<file path="src/rtl/tms1000_pkg.sv">
// Shared encodings for the nibble RAM arbiter: port operations and FSM states.
// Latency: n/a (types and constants only).
// Backpressure: n/a.
package tms1000_pkg;

    // Operation requested by a port; bit ops take the bit index from wdata[1:0]
    typedef enum logic [1:0] {
        OP_READ  = 2'b00,
        OP_WRITE = 2'b01,
        OP_SET   = 2'b10,
        OP_CLR   = 2'b11
    } op_e;

    // Arbiter FSM states; only IDLE issues grants
    typedef enum logic [1:0] {
        IDLE = 2'b00,
        RD   = 2'b01,
        RMW  = 2'b10
    } state_e;

endpackage

</file>
<file path="src/rtl/ram_sp.sv">
// Single-port 2^ADDR_W x DATA_W RAM with synchronous, write-first read.
// Latency: rdata valid one cycle after the address edge.
// Backpressure: none; accepts one access every cycle. Contents are never reset.
module ram_sp #(
    parameter int ADDR_W = 6,
    parameter int DATA_W = 4
) (
    input  logic              clk,
    input  logic              we,
    input  logic [ADDR_W-1:0] addr,
    input  logic [DATA_W-1:0] wdata,
    output logic [DATA_W-1:0] rdata
);

    logic [DATA_W-1:0] mem [2**ADDR_W];

    // Array write plus write-first registered read port
    always_ff @(posedge clk) begin
        if (we) begin
            mem[addr] <= wdata;
            rdata     <= wdata;
        end else begin
            rdata     <= mem[addr];
        end
    end

endmodule

</file>
<file path="src/rtl/ram_arbiter.sv">
// Two-port (CPU, debug) arbiter onto one single-port nibble RAM; CPU has fixed priority.
// Latency: writes done at the grant edge; reads return one cycle after grant; bit ops busy for one cycle.
// Backpressure: requests are held until gnt; no grants while busy. RAM_ARB_STARVE_GUARD_EN bounds debug starvation.
module ram_arbiter
    import tms1000_pkg::*;
#(
    parameter int ADDR_W       = 6,
    parameter int DATA_W       = 4,
    parameter int STARVE_LIMIT = 8
) (
    input  logic              clk,
    input  logic              reset,
    input  logic              cpu_req,
    input  logic [1:0]        cpu_op,
    input  logic [ADDR_W-1:0] cpu_addr,
    input  logic [DATA_W-1:0] cpu_wdata,
    output logic              cpu_gnt,
    output logic              cpu_rvalid,
    output logic [DATA_W-1:0] cpu_rdata,
    input  logic              dbg_req,
    input  logic [1:0]        dbg_op,
    input  logic [ADDR_W-1:0] dbg_addr,
    input  logic [DATA_W-1:0] dbg_wdata,
    output logic              dbg_gnt,
    output logic              dbg_rvalid,
    output logic [DATA_W-1:0] dbg_rdata,
    output logic              busy
);

    state_e            state_q, state_d;
    op_e               req_op, op_q;
    logic              own_dbg_q;
    logic [ADDR_W-1:0] addr_q;
    logic [1:0]        bit_q;
    logic              ram_we;
    logic [ADDR_W-1:0] ram_addr;
    logic [DATA_W-1:0] ram_wdata, ram_q, rmw_data;
    logic [DATA_W-1:0] cpu_rdata_q, dbg_rdata_q;
    logic              starve_hit;

`ifdef RAM_ARB_STARVE_GUARD_EN
    localparam int CNT_W = $clog2(STARVE_LIMIT + 1);
    logic [CNT_W-1:0] starve_cnt;

    // Count CPU wins while debug waits; any debug win or idle debug port clears it
    always_ff @(posedge clk or posedge reset) begin
        if (reset) begin
            starve_cnt <= '0;
        end else if (dbg_gnt || !dbg_req) begin
            starve_cnt <= '0;
        end else if (cpu_gnt) begin
            starve_cnt <= starve_cnt + CNT_W'(1);
        end
    end

    assign starve_hit = (starve_cnt == CNT_W'(STARVE_LIMIT));
`else
    // Guard compiled out: pure fixed priority, limit parameter has no effect
    logic [31:0] unused_starve_limit;
    assign unused_starve_limit = 32'(STARVE_LIMIT);
    assign starve_hit          = 1'b0;
`endif

    // Arbitration, RAM port steering and next-state logic
    always_comb begin
        state_d   = state_q;
        cpu_gnt   = 1'b0;
        dbg_gnt   = 1'b0;
        req_op    = OP_READ;
        ram_we    = 1'b0;
        ram_addr  = addr_q;
        ram_wdata = rmw_data;
        case (state_q)
            IDLE: begin
                if (!reset) begin
                    if (cpu_req && !(starve_hit && dbg_req)) begin
                        cpu_gnt = 1'b1;
                    end else if (dbg_req) begin
                        dbg_gnt = 1'b1;
                    end
                end
                if (cpu_gnt || dbg_gnt) begin
                    req_op    = dbg_gnt ? op_e'(dbg_op) : op_e'(cpu_op);
                    ram_addr  = dbg_gnt ? dbg_addr : cpu_addr;
                    ram_wdata = dbg_gnt ? dbg_wdata : cpu_wdata;
                    ram_we    = (req_op == OP_WRITE);
                    case (req_op)
                        OP_READ:        state_d = RD;
                        OP_SET, OP_CLR: state_d = RMW;
                        default:        state_d = IDLE;
                    endcase
                end
            end
            RD:  state_d = IDLE;
            RMW: begin
                ram_we  = 1'b1;
                state_d = IDLE;
            end
            default: state_d = IDLE;
        endcase
    end

    // Word read at the grant edge with the addressed bit forced for write-back
    always_comb begin
        rmw_data        = ram_q;
        rmw_data[bit_q] = (op_q == OP_SET);
    end

    // State register; reset drops any in-flight read or write-back
    always_ff @(posedge clk or posedge reset) begin
        if (reset) begin
            state_q <= IDLE;
        end else begin
            state_q <= state_d;
        end
    end

    // Remember owner, op, address and bit index of the accepted access
    always_ff @(posedge clk or posedge reset) begin
        if (reset) begin
            own_dbg_q <= 1'b0;
            op_q      <= OP_READ;
            addr_q    <= '0;
            bit_q     <= '0;
        end else if (cpu_gnt || dbg_gnt) begin
            own_dbg_q <= dbg_gnt;
            op_q      <= req_op;
            addr_q    <= ram_addr;
            bit_q     <= ram_wdata[1:0];
        end
    end

    // Hold the last returned word per port so rdata is stable between pulses
    always_ff @(posedge clk or posedge reset) begin
        if (reset) begin
            cpu_rdata_q <= '0;
            dbg_rdata_q <= '0;
        end else begin
            if (cpu_rvalid) cpu_rdata_q <= ram_q;
            if (dbg_rvalid) dbg_rdata_q <= ram_q;
        end
    end

    assign busy       = (state_q != IDLE);
    assign cpu_rvalid = (state_q == RD) && !own_dbg_q;
    assign dbg_rvalid = (state_q == RD) && own_dbg_q;
    assign cpu_rdata  = cpu_rvalid ? ram_q : cpu_rdata_q;
    assign dbg_rdata  = dbg_rvalid ? ram_q : dbg_rdata_q;

    ram_sp #(
        .ADDR_W (ADDR_W),
        .DATA_W (DATA_W)
    ) u_ram (
        .clk   (clk),
        .we    (ram_we),
        .addr  (ram_addr),
        .wdata (ram_wdata),
        .rdata (ram_q)
    );

endmodule

</file>
<file path="config.mk">
export PLATFORM = sky130hd
export DESIGN_NAME = ram_arbiter
export DESIGN_NICKNAME = d
export VERILOG_FILES = /design/src/rtl/tms1000_pkg.sv /design/src/rtl/ram_sp.sv /design/src/rtl/ram_arbiter.sv
export SDC_FILE = /design/constraint.sdc
export NUM_CORES = 1
export LEC_CHECK = 0
export CAP_MARGIN = 0
export CORE_MARGIN = 4
export CORE_UTILIZATION = 55
export CTS_BUF_LIST = sky130_fd_sc_hd__clkbuf_16
export DETAILED_ROUTE_END_ITERATION = 10
export GPL_TIMING_DRIVEN = 0
export PLACE_DENSITY_LB_ADDON = 0.15
export SYNTH_ARGS = -nofsm -noshare
export SYNTH_HDL_FRONTEND = slang
export SYNTH_HIERARCHICAL = 1
export SYNTH_SLANG_ARGS = --single-unit
</file>
<file path="constraint.sdc">
create_clock -name clk -period 4.3 [get_ports clk]
set_input_delay 0.43 -clock clk [delete_from_list [all_inputs] [get_ports clk]]
set_output_delay 0.43 -clock clk [all_outputs]
set_load 0.01 [all_outputs]
</file>
==> results.json <==
{
  "gr-total-overflow": 0,
  "grt_pass1_vias": 6465,
  "peakVddDrop_uv": 293,
  "drc": 0,
  "first_pass_iters": 5,
  "rsz0062_at_grt": "no",
  "ioPinCount": 41,
  "rows": 53,
  "grt_max_degree": 40,
  "synth-seq-cells": 283,
  "die_x_um": 154,
  "cts_resized": 0,
  "report.final.slew_viol_count": 0,
  "clkLatencyLatePin_ns": 0.54,
  "grt_pass1_wl_um": 39800,
  "cts_buffers": 28,
  "startpoint_type": "flop",
  "cp_data_arrival_time_ns": 3.54,
  "ys_seq_area_share_pct": 71.4,
  "wl_per_cell_um": 26.4,
  "synth_edf_count": 256,
  "fin_cells": 993,
  "fin_nets": 724,
  "grt_usage_pct": 22.5,
  "avgViaCountPerCell": 6.23,
  "timing_worst_setup_path_type": "reg2out",
  "hold_depth": 1,
  "finalCritPeriodShare_pct": 92.3,
  "fin_crit_ns": 3.97,
  "place_hpwl_um": 18000,
  "finalSetupViolCount": 0,
  "route.antenna.remaining_nets": 0,
  "fmax_mhz": 252,
  "cts.sinks": 283,
  "hold_class": "reg2reg",
  "layout.cells.most_common": "edfxtp_1",
  "cts_tree": "built",
  "totalWireLength_um": 26200,
  "cp.required_ns": 3.87,
  "crit_path_end_kind": "output port",
  "clkSlewWorstSetupHoldPaths_ns": 0.06,
  "globalplace.congestion": 0.832,
  "cts.hold.buffers_added": 0,
  "slew_headroom_pct": 31.1,
  "fp.dieH_um": 154,
  "multiInputGateArea_mm2": 0.00312,
  "status": "completed",
  "reg2reg_depth": 8,
  "syn_inst": 621,
  "p_leak_nw": 4.45,
  "ys_warn_count": 6,
  "dieArea_mm2": 0.0236,
  "drive_above_1_share_pct": 20.5,
  "vias": 6188,
  "ys.flop_type": "edfxtp_1",
  "maxCapViolCount": 0,
  "synth.distinct_cells": 55,
  "register_area_mm2": 0.00833,
  "clk_path_buf_depth": 3,
  "post_cts_buffers": 0,
  "diodes": 0,
  "htree_levels": 1,
  "final_cell_mix": "edfxtp_1, nor2_1, mux4_2",
  "dp_cells": 941,
  "synthToLayoutAreaGrowth_pct": 15.6,
  "drt_iter0_drc": 620,
  "start_util_pct": 55.7,
  "async_flop_share_pct": 7.42,
  "core_area_mm2": 0.0210,
  "fin_skew_ns": 0.0230,
  "fin_setup_tns_ns": 0,
  "syn_nets": 649,
  "powerDensity_mw_per_mm2": 555,
  "syn_area_mm2": 0.0117,
  "hold_viol": 0,
  "synth.avg_cell_area_um2": 18.8,
  "nFillCells": 1471,
  "cts_root_buf": "clkbuf_16",
  "critPathMaxFanout": 10,
  "io_buffers": 40,
  "tightest_slew_ns": 1.01,
  "antenna_found_initial": 0
}
## flip-flops by register name, indices dropped and copies added, names as in the netlist, named ones only
name,count
addr_q,6
bit_q,2
cpu_rdata_q,4
dbg_rdata_q,4
op_q,2
own_dbg_q,1
state_q,2
u_ram/mem,256
## kinds of logic (layout without fill, tap and decap cells)
kind of cell | after synthesis | in the layout | share of synthesized area (%)
AOI/OAI and AO/OA | 41 | 41 | 2.57
and+or+nand+nor | 144 | 144 | 5.95
DFF | 283 | 283 | 71.4
muxes | 115 | 115 | 17.8
buffers and inverters | 38 | 135 | 2.27
## final cells by class
class / instances / share of cell area, %
timing repair buffer: 45 / 3.84
sequential: 283 / 61.8
inverter: 9 / 0.250
tap: 275 / 2.55
clock inverter: 23 / 1.37
buffer: 29 / 1.72
multi-input combinational: 300 / 23.1
clock buffer: 29 / 5.38
## power breakdown
group	internal, mW	switching [mW]
combinational	0.662	0.990
clock	1.40	0.981
sequential	3.41	0.0418
## cells in the mapped netlist, drive strengths merged (2+ instances only)
| cell type | instances | share of area [%] |
|---|---|---|
| edfxtp | 256 | 66 |
| inv | 8 | 0.26 |
| o21ai | 4 | 0.20 |
| o221ai | 6 | 0.45 |
| nand3 | 12 | 0.51 |
| o32ai | 2 | 0.15 |
| clkbuf | 12 | 0.50 |
| mux2 | 28 | 2.8 |
| or3 | 3 | 0.16 |
| and2 | 2 | 0.11 |
| nand4 | 2 | 0.11 |
| nand3b | 4 | 0.26 |
| o22ai | 4 | 0.21 |
| a22oi | 8 | 0.51 |
| and2b | 2 | 0.14 |
| dfxtp | 6 | 1.0 |
| dfrtp | 21 | 4.5 |
| mux4 | 65 | 13 |
| mux2i | 22 | 1.9 |
| nor3 | 4 | 0.21 |
| a21oi | 6 | 0.26 |
| nor2b | 11 | 0.59 |
| nor3b | 3 | 0.33 |
| nand2b | 7 | 0.38 |
| nor2 | 78 | 2.5 |
| a22o | 4 | 0.30 |
| buf | 17 | 1.5 |
| nand2 | 12 | 0.39 |
## per-stage QoR
step / area, um2 / utilization, % / hold slack [ns] / setup WS [ns] / power, mW
final: 13500 / 64.4 / 0.502 / 0.331 / 7.49
after global routing: 13500 / 64.4 / 0.521 / 0.212 / 7.77
after detailed placement: 12600 / 60.0 / 0.489 / 0.301 / 5.16
after CTS: 13500 / 64.4 / 0.504 / 0.350 / 7.53
after floorplan: 11700 / - / 0.407 / 0.259 / 4.47
after global placement: 12400 / 59.2 / 0.483 / -2.12 / 5.01
## worst paths after layout
kind | startpoint | to | slack, ns
min in group asynchronous | reset | dbg_rdata_q[3] | 0.51
min | cpu_rdata_q[2] | cpu_rdata_q[2] | 0.50
max | flop | cpu_rdata[1] | 0.33
min reg2reg | cpu_rdata_q[2] | cpu_rdata_q[2] | 0.50
max reg2reg | flop | u_ram/mem[7][1] | 0.75
max in group asynchronous | reset | addr_q[4] | 3.27
## layer usage
| layer | share of wire, % | up-vias | global-route usage (%) |
|---|---|---|---|
| li1 | - | 2669 | - |
| met1 | 40 | 3195 | 30.9 |
| met2 | 49 | 271 | 36.6 |
| met3 | 7.8 | 53 | 4.67 |
| met4 | 2.9 | 0 | 7.53 |
| met5 | 0 | - | 0 |
## critical path, cell delays in order, from the launching register on
cell             delay (ns)
dfxtp_1                0.32
buf_6                  0.18
buf_12                 0.18
buf_12                 0.17
mux4_1                 0.63
o22ai_1                0.15
o21ai_0                0.19
a22o_1                 0.37
mux2_2                 0.32
clkdlybuf4s50_1        0.49
Note: power is estimated with default switching activity, not from simulation.
